$ cat src/rtl/div_by_n_serial.sv
// Serial MSB-first divisibility checker: keeps the frame value mod D bit by bit.
// Optional running divisibility flag is enabled by defining DIV_BY_N_SERIAL_LIVE_EN.
module div_by_n_serial #(
  parameter int DIV_W = 4,
  parameter int CNT_W = 16
) (
  input  logic             clk,
  input  logic             res,
  input  logic             div_load,
  input  logic [DIV_W-1:0] div_value,
  input  logic             bit_valid,
  input  logic             bit_number,
  input  logic             bit_last,
  output logic             bit_ready,
  output logic             done,
  output logic             divl,
  output logic [DIV_W-1:0] rem,
  output logic [CNT_W-1:0] bit_cnt,
  output logic             err,
  output logic             divl_live
);

  typedef enum logic [2:0] {S_UNCFG, S_IDLE, S_RUN, S_REPORT, S_ERR} state_t;

  state_t           r_state, w_state_nxt;
  logic [DIV_W-1:0] r_d, w_d_nxt;
  logic [DIV_W-1:0] r_rem, w_rem_nxt;
  logic [CNT_W-1:0] r_cnt, w_cnt_nxt;

  logic             w_load_acc;
  logic             w_bit_acc;
  logic [DIV_W-1:0] w_rem_base;
  logic [DIV_W:0]   w_t;
  logic [DIV_W-1:0] w_rem_step;
  logic [CNT_W-1:0] w_cnt_base;
  logic [CNT_W-1:0] w_cnt_step;

  assign bit_ready  = (r_state == S_IDLE) || (r_state == S_RUN);
  assign w_load_acc = div_load &&
                      ((r_state == S_UNCFG) || (r_state == S_IDLE) || (r_state == S_ERR));
  // A reconfiguration in IDLE wins over a bit offered in the same cycle.
  assign w_bit_acc  = bit_valid && bit_ready && !w_load_acc;

  // The first bit of a frame starts from an empty accumulator.
  assign w_rem_base = (r_state == S_IDLE) ? '0 : r_rem;
  assign w_cnt_base = (r_state == S_IDLE) ? '0 : r_cnt;
  assign w_t        = {w_rem_base, bit_number};
  // rem < D keeps t < 2D, so one conditional subtract restores the invariant.
  assign w_rem_step = (w_t >= {1'b0, r_d}) ? DIV_W'(w_t - {1'b0, r_d}) : w_t[DIV_W-1:0];
  assign w_cnt_step = (w_cnt_base == '1) ? w_cnt_base : w_cnt_base + CNT_W'(1);

  always_comb begin
    // NOTE: every signal gets a default first so no path leaves it unassigned (no latch).
    w_state_nxt = r_state;
    w_d_nxt     = r_d;
    w_rem_nxt   = r_rem;
    w_cnt_nxt   = r_cnt;
    if (w_load_acc) begin
      w_d_nxt = div_value;
      if (div_value == '0) begin
        w_state_nxt = S_ERR;
      end else begin
        w_state_nxt = S_IDLE;
        w_rem_nxt   = '0;
        w_cnt_nxt   = '0;
      end
    end else if (w_bit_acc) begin
      w_rem_nxt   = w_rem_step;
      w_cnt_nxt   = w_cnt_step;
      w_state_nxt = bit_last ? S_REPORT : S_RUN;
    end else if (r_state == S_REPORT) begin
      w_state_nxt = S_IDLE;
    end
  end

  always_ff @(posedge clk) begin
    // NOTE: state registers use non-blocking assignments so all flops update together.
    if (res) begin
      r_state <= S_UNCFG;
      r_d     <= '0;
      r_rem   <= '0;
      r_cnt   <= '0;
    end else begin
      r_state <= w_state_nxt;
      r_d     <= w_d_nxt;
      r_rem   <= w_rem_nxt;
      r_cnt   <= w_cnt_nxt;
    end
  end

  assign done    = (r_state == S_REPORT);
  assign divl    = done && (r_rem == '0);
  assign rem     = r_rem;
  assign bit_cnt = r_cnt;
  assign err     = (r_state == S_ERR);

`ifdef DIV_BY_N_SERIAL_LIVE_EN
  logic r_live;

  always_ff @(posedge clk) begin
    if (res || w_load_acc) begin
      r_live <= 1'b0;
    end else if (w_bit_acc) begin
      r_live <= (w_rem_step == '0);
    end
  end

  assign divl_live = r_live;
`else
  assign divl_live = 1'b0;
`endif

endmodule

$ cat config.mk
export PLATFORM = sky130hd
export DESIGN_NAME = div_by_n_serial
export DESIGN_NICKNAME = d
export VERILOG_FILES = /design/src/rtl/div_by_n_serial.sv
export SDC_FILE = /design/constraint.sdc
export NUM_CORES = 1
export LEC_CHECK = 0
export BUFFER_PORTS_ARGS = -buffer_cell sky130_fd_sc_hd__buf_2
export CAP_MARGIN = 0
export CORE_MARGIN = 10
export CORE_UTILIZATION = 49
export CTS_CLUSTER_DIAMETER = 150
export DETAILED_ROUTE_END_ITERATION = 12
export HOLD_SLACK_MARGIN = 0.12
export PLACE_DENSITY = 0.76
export SLEW_MARGIN = 20
export SYNTH_ARGS = -nofsm -noshare
export SYNTH_HDL_FRONTEND = slang
export SYNTH_SLANG_ARGS = --single-unit
$ cat constraint.sdc
create_clock -name clk -period 2.8 [get_ports clk]
set_clock_uncertainty 0.15 [all_clocks]
set_input_delay 0.56 -clock clk [delete_from_list [all_inputs] [get_ports clk]]
set_output_delay 0.56 -clock clk [all_outputs]
set_load 0.03 [all_outputs]
# [After elaboration in Yosys (flattened, before gate mapping)]
# Cells that the tools add are included.
[word_totals] regBits=27 input_bits=10 wordCells=42
[op_classes] add_sub_neg=2 order_cmp=1 eq_ne=6 n_mux=15 n_reduce_logical=14
[op_table] cell="$mux 16" count=5
[op_table] cell="$mux 4" count=5
[op_table] cell="$add 16x1->16 const B" count=1
[op_table] cell="$eq 16x16->1 const B" count=1
[op_table] cell="$mux 3" count=4
[op_table] cell="$logic_not 4->1" count=2
[op_table] cell="$eq 3x2->1 const B" count=2
[op_table] cell="$ge 5x4->1" count=1
[op_table] cell="$logic_and 1x1->1" count=4
[op_table] cell="$sub 4x4->4" count=1
[op_table] cell="$eq 3x1->1 const B" count=1
[op_table] cell="$eq 3x3->1 const B" count=1
[op_table] cell="$logic_not 3->1" count=1
[op_table] cell="$logic_or 1x1->1" count=3
[op_table] cell="$reduce_bool 3->1" count=1
[op_table] cell="$ne 2x2->1 const B" count=1
[op_table] cell="$reduce_and 2->1" count=1
[op_table] cell="$reduce_bool 2->1" count=1
[op_table] cell="$logic_not 1->1" count=1
[op_table] cell="$mux 1" count=1

# [Depth between registers and ports, before layout]
[depth] word_depth=8 depth_mapped=12

# [Least setup slack after synthesis]
# OpenSTA, ideal clock, no wires.
[synth_timing] path_type="reg2reg" start="register r_state[1]" end="register r_rem[2], in the netlist rem[2]" setup_time_ns=0.122 arrival_time_ns=2.431 path_slack_ns=0.097 path_stages_with_launch=12 cell_sequence="dfxtp_1 buf_6 or3b_1 buf_2 nand2_1 inv_1 ha_1 nor2b_1 o21a_1 o21ai_0 a211oi_1 a221o_1"
[synth_via] elab_chain_len=8 elab_cells_between_ends=20 cone_classes="add/sub (1); order compare (1); eq/ne (4); mux (4); reduce/logical (10)"
[synth_rtl] item="start, declared" line_no="25" source="state_t r_state, w_state_nxt;"
[synth_rtl] item="start signal, assigned" line_no="84" source="r_state <= w_state_nxt;"
[synth_rtl] item="branches (longest 8 deep; another with $sub 4x4->4)"
[synth_rtl] item="end signal, assigned" line_no="86" source="r_rem <= w_rem_nxt;"
[synth_rtl] item="end, declared" line_no="27" source="logic [DIV_W-1:0] r_rem, w_rem_nxt;"
# Several ways; the timed one is not identified. The select of a mux whose other input is x is not followed.
# A chain may end at the register's enable or synchronous reset.

# [Worst setup path after layout]
[layout_timing] start="register r_state[0]" end="register r_rem[3], in the netlist rem[3]"
# Same word-level chain as after synthesis.

==> flow_summary.toml <==
[clock_network]
cts_tree = "yes"
clock_sinks = 27
clockBufferDepth = 2
clk_latency_ns = 0.32
cts_hold_buf = 0
post-cts-setup-buffer-count = 0
clockRootBuffer = "clkbuf_4"
clk_pin_slew_worst_paths_ns = 0.14
h-tree-depth = 1
cts_buffers = 3

[run]
cap_violations = 0

[logic_synthesis]
ys_async_sr_fraction_pct = 0
synthCells = 212
synth-main-ff-cell = "dfxtp_1"
synth_xor_area_share_pct = 1.05
ys_seq_area_share_pct = 32.3
synth_edf_count = 0
synth_seq_cells = 27
avgSynthCellArea_um2 = 7.90
synth_top_family_by_area = "simple AND/OR/NAND/NOR gates"
netlist_area_um2 = 1680
synth_nets = 228
synth_mux_area_share_pct = 0.597
synth.distinct_cells = 50
yosys_warnings = 0
synthSimpleGateAreaFrac_pct = 30.2
synth-compound-area-share_pct = 24.2
synthAdderAreaFrac_pct = 4.93

[final_layout]
diodes = 0
layout.nets = 266
area_delta_synth_final_pct = 16.0
drive_above_1_share_pct = 21.3
nFillCells = 322
postLayoutCellArea_um2 = 1940

[worst_hold_path]
holdPathStages = 2
hp-start = "r_d[3]$_SDFFE_PP0N_"
hold_path.class = "flip-flop to flip-flop"
holdPathEnd = "r_d[3]$_SDFFE_PP0N_"

[routing]
firstDrtPassIters = 4
wl_per_cell_um = 14.6
vias = 1709
drcViolationCount = 0
routed_wl_um = 4320
routed_via_density = 5.79
ant_nets = 0
first_iter_violations = 175

[power_and_ir_drop]
internal_power_uw = 516
power_frac_comb_pct = 23.5
cellPowerDensity_nw_per_um2 = 383
peakVddDrop_v = 0.000341
p_sw_share_pct = 30.6
p_leak_uw = 0.000837
power_frac_clock_pct = 22.6
seqPwrFrac_pct = 53.9
switching_power_uw = 228

[sta]
max-slew-margin-rel_pct = 50.9
fmax_ghz = 0.377
fin_ws_ns = 0.148
rsz0062_at_grt = "false"
setup_violations = 0
period_share_pct = 94.7
worst_pin_slew_ns = 0.732
tns_ns = 0
finalCriticalPeriod_ns = 2.65
hold_violations = 0
finalMaxSlewViolations = 0

[floorplanning]
design.die.area_um2 = 6160
pin_count = 35
die_width_um = 78.5
floorplan.initialDensity_pct = 50.6
core_area_um2 = 3310
die_h_um = 78.5
rows = 21

[place]
dp_hpwl_um = 3300
globalplace.congestion = 0.933
pre_cts_ws_ns = 0.175
postPlaceCellArea_um2 = 1910
portBuffers = 33

[worst_setup_path]
r2r_setup_slack_ns = 0.15
crit_path_max_fanout = 9
r2r_start = "r_state[0]$_SDFFE_PP0P_"
timing_worst_setup_path_type = "flip-flop to flip-flop"
cp.required_ns = 2.88
cp-end-kind = "flip-flop"
arrival_ns = 2.73
cp-start-kind = "flip-flop"
r2r_cells = 8
timing.rr.end = "rem[3]$_SDFFE_PP0P_"

[global_routing]
grt_pass1_wl_um = 7270
grt_usage_pct = 13.8
grt_use_met2_pct = 24.4
globalRoute.busiestLayer = "met2"
grt_pass1_vias = 1618
met1_usage_pct = 16.2
grt_antenna_before_repair = 0
overflow = 0
grt_max_degree = 15
use_met3_pct = 4.44

[run_status]
status = "complete, no violations"
-- worst max-delay path, stage by stage, from the launching register on --
cell and delay (ns):
dfxtp_1 0.36, or3b_1 0.51, nand2_1 0.17, inv_1 0.07
ha_1 0.28, nor2b_1 0.13, o21a_1 0.18, or4_1 0.48
a32o_1 0.23
-- cells in the mapped netlist (all sizes together), types with 5 or more instances --
cell type | n | area [µm²]
dfxtp | 27 | 541
nand3 | 12 | 60.1
a31oi | 5 | 37.5
ha | 5 | 62.6
a21oi | 17 | 85.1
or4 | 5 | 37.5
inv | 12 | 45.0
nand2 | 22 | 82.6
o21ai | 16 | 80.1
and2 | 8 | 50.1
nand4 | 6 | 37.5
nor2b | 5 | 31.3
nor2 | 15 | 58.8
buf | 8 | 57.6
-- how the worst max path moves through the flow --
| stage | start | to |
|---|---|---|
| global placement | r_state[1]$_SDFFE_PP0P_ | bit_cnt[11]$_SDFFE_PP0P_ |
| detailed placement | r_state[0]$_SDFFE_PP0P_ | bit_cnt[11]$_SDFFE_PP0P_ |
| floorplan | r_state[1]$_SDFFE_PP0P_ | rem[2]$_SDFFE_PP0P_ |
| finish | r_state[0]$_SDFFE_PP0P_ | rem[3]$_SDFFE_PP0P_ |
| CTS | r_state[0]$_SDFFE_PP0P_ | bit_cnt[11]$_SDFFE_PP0P_ |
| global route | r_state[0]$_SDFFE_PP0P_ | rem[2]$_SDFFE_PP0P_ |
-- cell type report --
cell class,count,area (µm²),area share [%]
multi-input combinational,163,1030,53.2
inverter,12,45.0,2.32
sequential,27,541,27.8
timing repair buffer,43,240,12.4
clock buffer,4,26.3,1.35
tap,46,57.6,2.96
-- per-layer routing --
layer / up-vias / wire length, µm
li1: 857 / -
met1: 776 / 1860
met2: 72 / 2050
met3: 4 / 382
met4: 0 / 23
met5: - / 0
-- logic make-up after synthesis --
group	after synthesis
simple gates	91
compound gates	62
flops	27
buf+inv	22
fa+ha+maj	6
xor+xnor	2
other cells	1
mux	1
-- power groups by stage --
stage	clock [µW]	sequential, µW	combinational, µW
global placement	0	409	172
CTS	179	402	173
floorplan	0	412	121
global route	194	403	193
detailed placement	0	410	172
finish	168	401	175
-- flip-flops by register name (all words and copies together) (netlist names) --
name,flops
rem,4
r_state,3
r_d,4
bit_cnt,16
-- what timing repair did --
| item | in CTS | in global routing |
|---|---|---|
| endpoints found under the setup margin | 0 | 4 |
| gates resized for setup | 0 | 2 |
| endpoints found under the hold margin | 0 | 0 |
-- cells in the final DEF (no fill, tap or decap), drive strengths merged, types with 2 or more instances in the layout --
cell type / n
or3: 2
o21a: 2
a211oi: 2
inv: 12
a211o: 2
and3: 4
nand4: 6
nor2: 15
nand3: 12
or4: 5
and4: 2
o21ai: 16
nor3: 2
a41oi: 3
dfxtp: 27
and2: 8
a22o: 3
a21oi: 17
a31oi: 5
nor3b: 4
buf: 43
clkbuf: 4
nor2b: 5
o211ai: 4
ha: 5
nand2: 22
-- per-stage QoR --
step                power (µW)  std cells  utilization [%]  hold slack (ns)
CTS                        754        295             58.4            0.317
global placement           581        291             57.6            0.299
detailed placement         582        291             57.6            0.299
finish                     745        295             58.7            0.316
global route               790        295             58.7            0.329
floorplan                  533        212                -            0.286
No activity file was read; power rests on OpenSTA's default activity.
